`config.mk`:
```
export PLATFORM = sky130hd
export DESIGN_NAME = prog_loader
export DESIGN_NICKNAME = d
export VERILOG_FILES = /design/src/rtl/prog_loader.sv
export SDC_FILE = /design/constraint.sdc
export NUM_CORES = 1
export LEC_CHECK = 0
export BUFFER_PORTS_ARGS = -buffer_cell sky130_fd_sc_hd__buf_2
export CORE_UTILIZATION = 57
export DETAILED_ROUTE_END_ITERATION = 6
export GPL_ROUTABILITY_DRIVEN = 0
export PLACE_DENSITY = 0.83
export SLEW_MARGIN = 40
export SYNTH_ARGS = -nofsm -noshare
export SYNTH_HDL_FRONTEND = slang
export SYNTH_SLANG_ARGS = --single-unit
```
`constraint.sdc`:
```
create_clock -name clk -period 4.5 [get_ports clk]
set_clock_uncertainty 0.05 [all_clocks]
set_input_delay 0.45 -clock clk [delete_from_list [all_inputs] [get_ports clk]]
set_output_delay 0.45 -clock clk [all_outputs]
set_load 0.01 [all_outputs]
```
`src/rtl/prog_loader.sv`:
```
// Serial boot loader: frames SYNC/COUNT/words[/CSUM] into instruction memory, then releases cpu_rst.
// Optional checksum byte compiled in with LOADER_CHECKSUM_EN.
module prog_loader (
    input  logic        clk,
    input  logic        rst,
    input  logic        rx_valid,
    input  logic [7:0]  rx_data,
    output logic        rx_ready,
    output logic        mem_we,
    output logic [6:0]  mem_addr,
    output logic [15:0] mem_wdata,
    output logic        cpu_rst,
    output logic        done,
    output logic        err
);

    // state | meaning
    // IDLE  | hunting for SYNC 0xA5
    // COUNT | expecting word count
    // HI/LO | collecting instruction word bytes
    // WRITE | one-cycle memory write strobe
    // CSUM  | expecting checksum byte (checksum build only)
    // DONE  | load complete, processor released
    // ERR   | aborted, waiting for a new SYNC
    typedef enum logic [2:0] {
        IDLE,
        COUNT,
        HI,
        LO,
        WRITE,
`ifdef LOADER_CHECKSUM_EN
        CSUM,
`endif
        DONE,
        ERR
    } stateT;

    localparam logic [7:0] SYNC = 8'hA5;

    stateT      state;
    stateT      nextState;
    logic [7:0] wordCnt;
    logic       accept;

    assign accept = rx_valid && rx_ready;

`ifdef LOADER_CHECKSUM_EN
    logic [7:0] csumAcc;
    logic [7:0] csumNext;
    assign csumNext = csumAcc + rx_data;
`endif

    always_ff @(posedge clk or posedge rst) begin
        if (rst) state <= IDLE;
        else     state <= nextState;
    end

    always_comb begin
        nextState = state;
        rx_ready  = 1'b1;
        mem_we    = 1'b0;
        cpu_rst   = 1'b1;
        done      = 1'b0;
        err       = 1'b0;
        case (state)
            IDLE: begin
                if (accept && rx_data == SYNC) nextState = COUNT;
            end
            COUNT: begin
                if (accept) nextState = (rx_data > 8'h80) ? ERR : HI;
            end
            HI: begin
                if (accept) nextState = LO;
            end
            LO: begin
                if (accept) nextState = WRITE;
            end
            WRITE: begin
                rx_ready = 1'b0;
                mem_we   = 1'b1;
                if (wordCnt == 8'd1) begin
`ifdef LOADER_CHECKSUM_EN
                    nextState = CSUM;
`else
                    nextState = DONE;
`endif
                end else begin
                    nextState = HI;
                end
            end
`ifdef LOADER_CHECKSUM_EN
            CSUM: begin
                if (accept) nextState = (csumNext == 8'h00) ? DONE : ERR;
            end
`endif
            DONE: begin
                rx_ready = 1'b0;
                cpu_rst  = 1'b0;
                done     = 1'b1;
            end
            ERR: begin
                err = 1'b1;
                if (accept && rx_data == SYNC) nextState = COUNT;
            end
            default: nextState = IDLE;
        endcase
    end

    // COUNT 0x00 encodes a full 128-word image
    always_ff @(posedge clk or posedge rst) begin
        if (rst) begin
            wordCnt   <= 8'd0;
            mem_addr  <= 7'd0;
            mem_wdata <= 16'd0;
        end else begin
            case (state)
                COUNT: begin
                    if (accept && rx_data <= 8'h80) begin
                        wordCnt  <= (rx_data == 8'h00) ? 8'd128 : rx_data;
                        mem_addr <= 7'd0;
                    end
                end
                HI: if (accept) mem_wdata[15:8] <= rx_data;
                LO: if (accept) mem_wdata[7:0]  <= rx_data;
                WRITE: begin
                    mem_addr <= mem_addr + 7'd1;
                    wordCnt  <= wordCnt - 8'd1;
                end
                default: ;
            endcase
        end
    end

`ifdef LOADER_CHECKSUM_EN
    always_ff @(posedge clk or posedge rst) begin
        if (rst) begin
            csumAcc <= 8'd0;
        end else if (accept) begin
            case (state)
                IDLE, ERR:           if (rx_data == SYNC) csumAcc <= 8'd0;
                COUNT, HI, LO, CSUM: csumAcc <= csumNext;
                default: ;
            endcase
        end
    end
`endif

endmodule

```
==> results.toml <==
[floorplanning]
start_util_pct = 62.2
coreArea_um2 = 2850
die_x_um = 57.8
boundaryPins = 39
num_rows = 19
dieArea_um2 = 3340
die_h_um = 57.8

[cells_and_area]
fin_cells = 239
n_antenna_cell = 0
fin_nets = 221
regArea_um2 = 851
multi_input_area_um2 = 840
drive_above_1_share_pct = 34.6
nFillCells = 213
syn_to_final_growth_pct = 14.0

[synth]
synth-main-ff-cell = "dfrtp_1"
syn-cell-area_um2 = 1780
syn-num-nets = 183
ys_seq_area_share_pct = 47.9
syn_avg_cell_area_um2 = 10.5
async_flop_share_pct = 100
netlist-cell-type-count = 45
ys_ff_latch = 34
ys_warn_count = 0
syn_inst = 169
synth_edf_count = 0

[critical_path]
worst-path-buf-inv = 2
r2r_slack_ps = 2520
worst_setup_path_start_kind = "flip-flop"
path_class = "flip-flop to output port"
endpoint_kind = "output port"
cp.depth = 3
crit_required_ps = 4000
critPathSlowestCell = "dfrtp_1"
cp_cell_sequence = "or3b_4, inv_2, buf_2"
worstPathArrival_ps = 1830
critPathTopFamily = "flip-flops"
cp_slowest_stage_delay_ps = 530
worstRegToRegCells = 4
crit_fanout = 15

[power]
switchingPower_uw = 124
power.share.clock_pct = 35.6
p_seq_share_pct = 59.8
p_per_area_nw_per_um2 = 252
comb_power_share_pct = 4.6
max-vdd-ir-drop_v = 0.000190
power.internal_uw = 387
p_sw_share_pct = 24.3
leakagePower_nw = 0.985

[global_routing]
grt_pass1_vias = 1472
grt_use_total_pct = 27.0
gr-total-overflow = 0
met3_usage_pct = 5.58
grt_first_pass_wirelength_um = 6770
grt.busiest_layer = "met2"
grt_max_degree = 35
grt_use_met1_pct = 34.3
antenna_found_initial = 0
grt_use_met2_pct = 42.5

[timing]
hold_viol_final = 0
relSlewSlack_pct = 56.2
period_share_pct = 51.7
fin_tns_setup_ps = 0
slew_viol_final = 0
rsz0062_at_grt = "no"
final-setup-viol-count = 0
final.min_clock_period_ps = 2330
worstMarginPinSlew_ps = 651
timing.fmax_ghz = 0.430
timing.hold.ws_ps = 123

[cts]
cts-root-buf = "clkbuf_4"
clk_pin_slew_ps = 110
post_cts_resized = 0
tritoncts = "done"
clock_path_buffers = 2
cts_hold_buf = 0
cts_setup_buffers = 0
worstSkewPairLatency_ps = 350
ctsHtreeMaxLevel = 2
numCtsBuffers = 5
clock_sinks = 34

[route]
ant_nets = 0
drtIter0Drc = 94
routed_via_density = 6.31
vias = 1509
drc = 3
routed_wl_um = 3940
drtPass1Iterations = 6
post_drt_wl_per_cell_um = 16.5

[run]
drv_cap = 0

[outcome]
violations = "DRC"
outcome = "finished with violations"

[placed_design]
dp_hpwl_um = 2750
io_buffer_count = 38
place_inst = 231

[worst_hold_path]
hp-class = "primary input to async pin"
final cells by class:
class	count	area share (%)
flip-flops and latches	34	42.0
multi-input cells	118	41.5
repair buffers	39	9.77
clock buffers	6	2.53
well taps	31	1.92
inverters	9	1.67
clock inverters	2	0.618
kinds of logic (layout without fill, tap and decap cells):
group                    Yosys count  after routing  synth area share (%)
AND/OR/NAND/NOR                   56             56                  17.1
AO/OA/AOI/OAI                     40             40                  16.3
flip-flops                        34             34                  47.9
multiplexers                      18             18                  11.3
buffers and inverters             17             56                  4.79
adder cells (fa/ha/maj)            3              3                  2.11
XOR/XNOR                           1              1                 0.493
power groups by stage:
stage | Clock, mW | Combinational (mW) | Sequential, mW
after floorplan | 0 | 0.0111 | 0.311
after global placement | 0 | 0.0221 | 0.311
after detailed placement | 0 | 0.0236 | 0.311
after CTS | 0.185 | 0.0236 | 0.305
after global routing | 0.193 | 0.0263 | 0.305
final | 0.182 | 0.0235 | 0.305
metrics by stage:
| step | setup WS (ps) | utilization [%] | cell area [um2] | total power, mW |
|---|---|---|---|---|
| final | 2170 | 71.0 | 2020 | 0.511 |
| after global routing | 2110 | 71.0 | 2020 | 0.525 |
| after CTS | 2200 | 71.0 | 2020 | 0.514 |
| after detailed placement | 2530 | 68.7 | 1960 | 0.335 |
| after global placement | 2590 | 68.7 | 1960 | 0.333 |
| after floorplan | 2780 | - | 1780 | 0.322 |
layer usage:
metal  routed length, um  up-vias
met2                1920       79
met3                 252       12
met1                1670      726
li1                    -      692
met4                  99        0
met5                   0        -
worst register-to-register path: stages (launching register included):
cell and delay [ps]:
dfrtp_1 500, nand4bb_1 630, o21ai_0 410, o311a_1 220
a21oi_1 50
path summary, 6_finish.rpt:
kind / end / from
worst min register to register: mem_addr[6]$_DFFE_PP0P_ / mem_addr[6]$_DFFE_PP0P_
min in group clk: mem_wdata[1]$_DFFE_PP0P_ / rx_data[1]
worst max register to register: wordCnt[7]$_DFFE_PP0P_ / state[2]$_DFFE_PP0P_
max in group asynchronous: mem_wdata[13]$_DFFE_PP0P_ / rst
worst max-delay path: mem_we / state[2]$_DFFE_PP0P_
worst min-delay path: mem_addr[4]$_DFFE_PP0P_ / rst
Yosys cell counts, types with 2 or more instances:
master     n  area share [%]
dfrtp_1   34              48
mux2_2    16              10
nand2_1   13             2.7
nor2_1    11             2.3
nand3_1   10             2.8
o21ai_0    9             2.5
a21oi_1    8             2.3
inv_1      8             1.7
o211ai_1   5             2.1
a31oi_1    4             1.4
buf_2      4             1.1
ha_1       3             2.1
nand2b_1   3             1.1
nor3_1     3            0.85
nor3b_1    3             1.3
a211oi_1   2            0.85
buf_4      2            0.85
mux2i_1    2             1.1
nor2b_1    2            0.70
or3_1      2            0.70
registers in the layout, indices dropped and copies added, names as in the netlist:
signal and cells:
mem_wdata 16, state 3, wordCnt 8, mem_addr 7
placed cells by master (no fill, tap or decap), types with 2 or more instances in the layout:
master    count
buf_2        38
dfrtp_1      34
mux2_2       16
nand2_1      13
nor2_1       11
nand3_1      10
o21ai_0       9
inv_1         8
a21oi_1       8
o211ai_1      5
clkbuf_4      5
a31oi_1       4
nor3_1        3
nand2b_1      3
nor3b_1       3
ha_1          3
or3_1         2
a211oi_1      2
nor2b_1       2
mux2i_1       2
(Power assumes the default switching activity.)
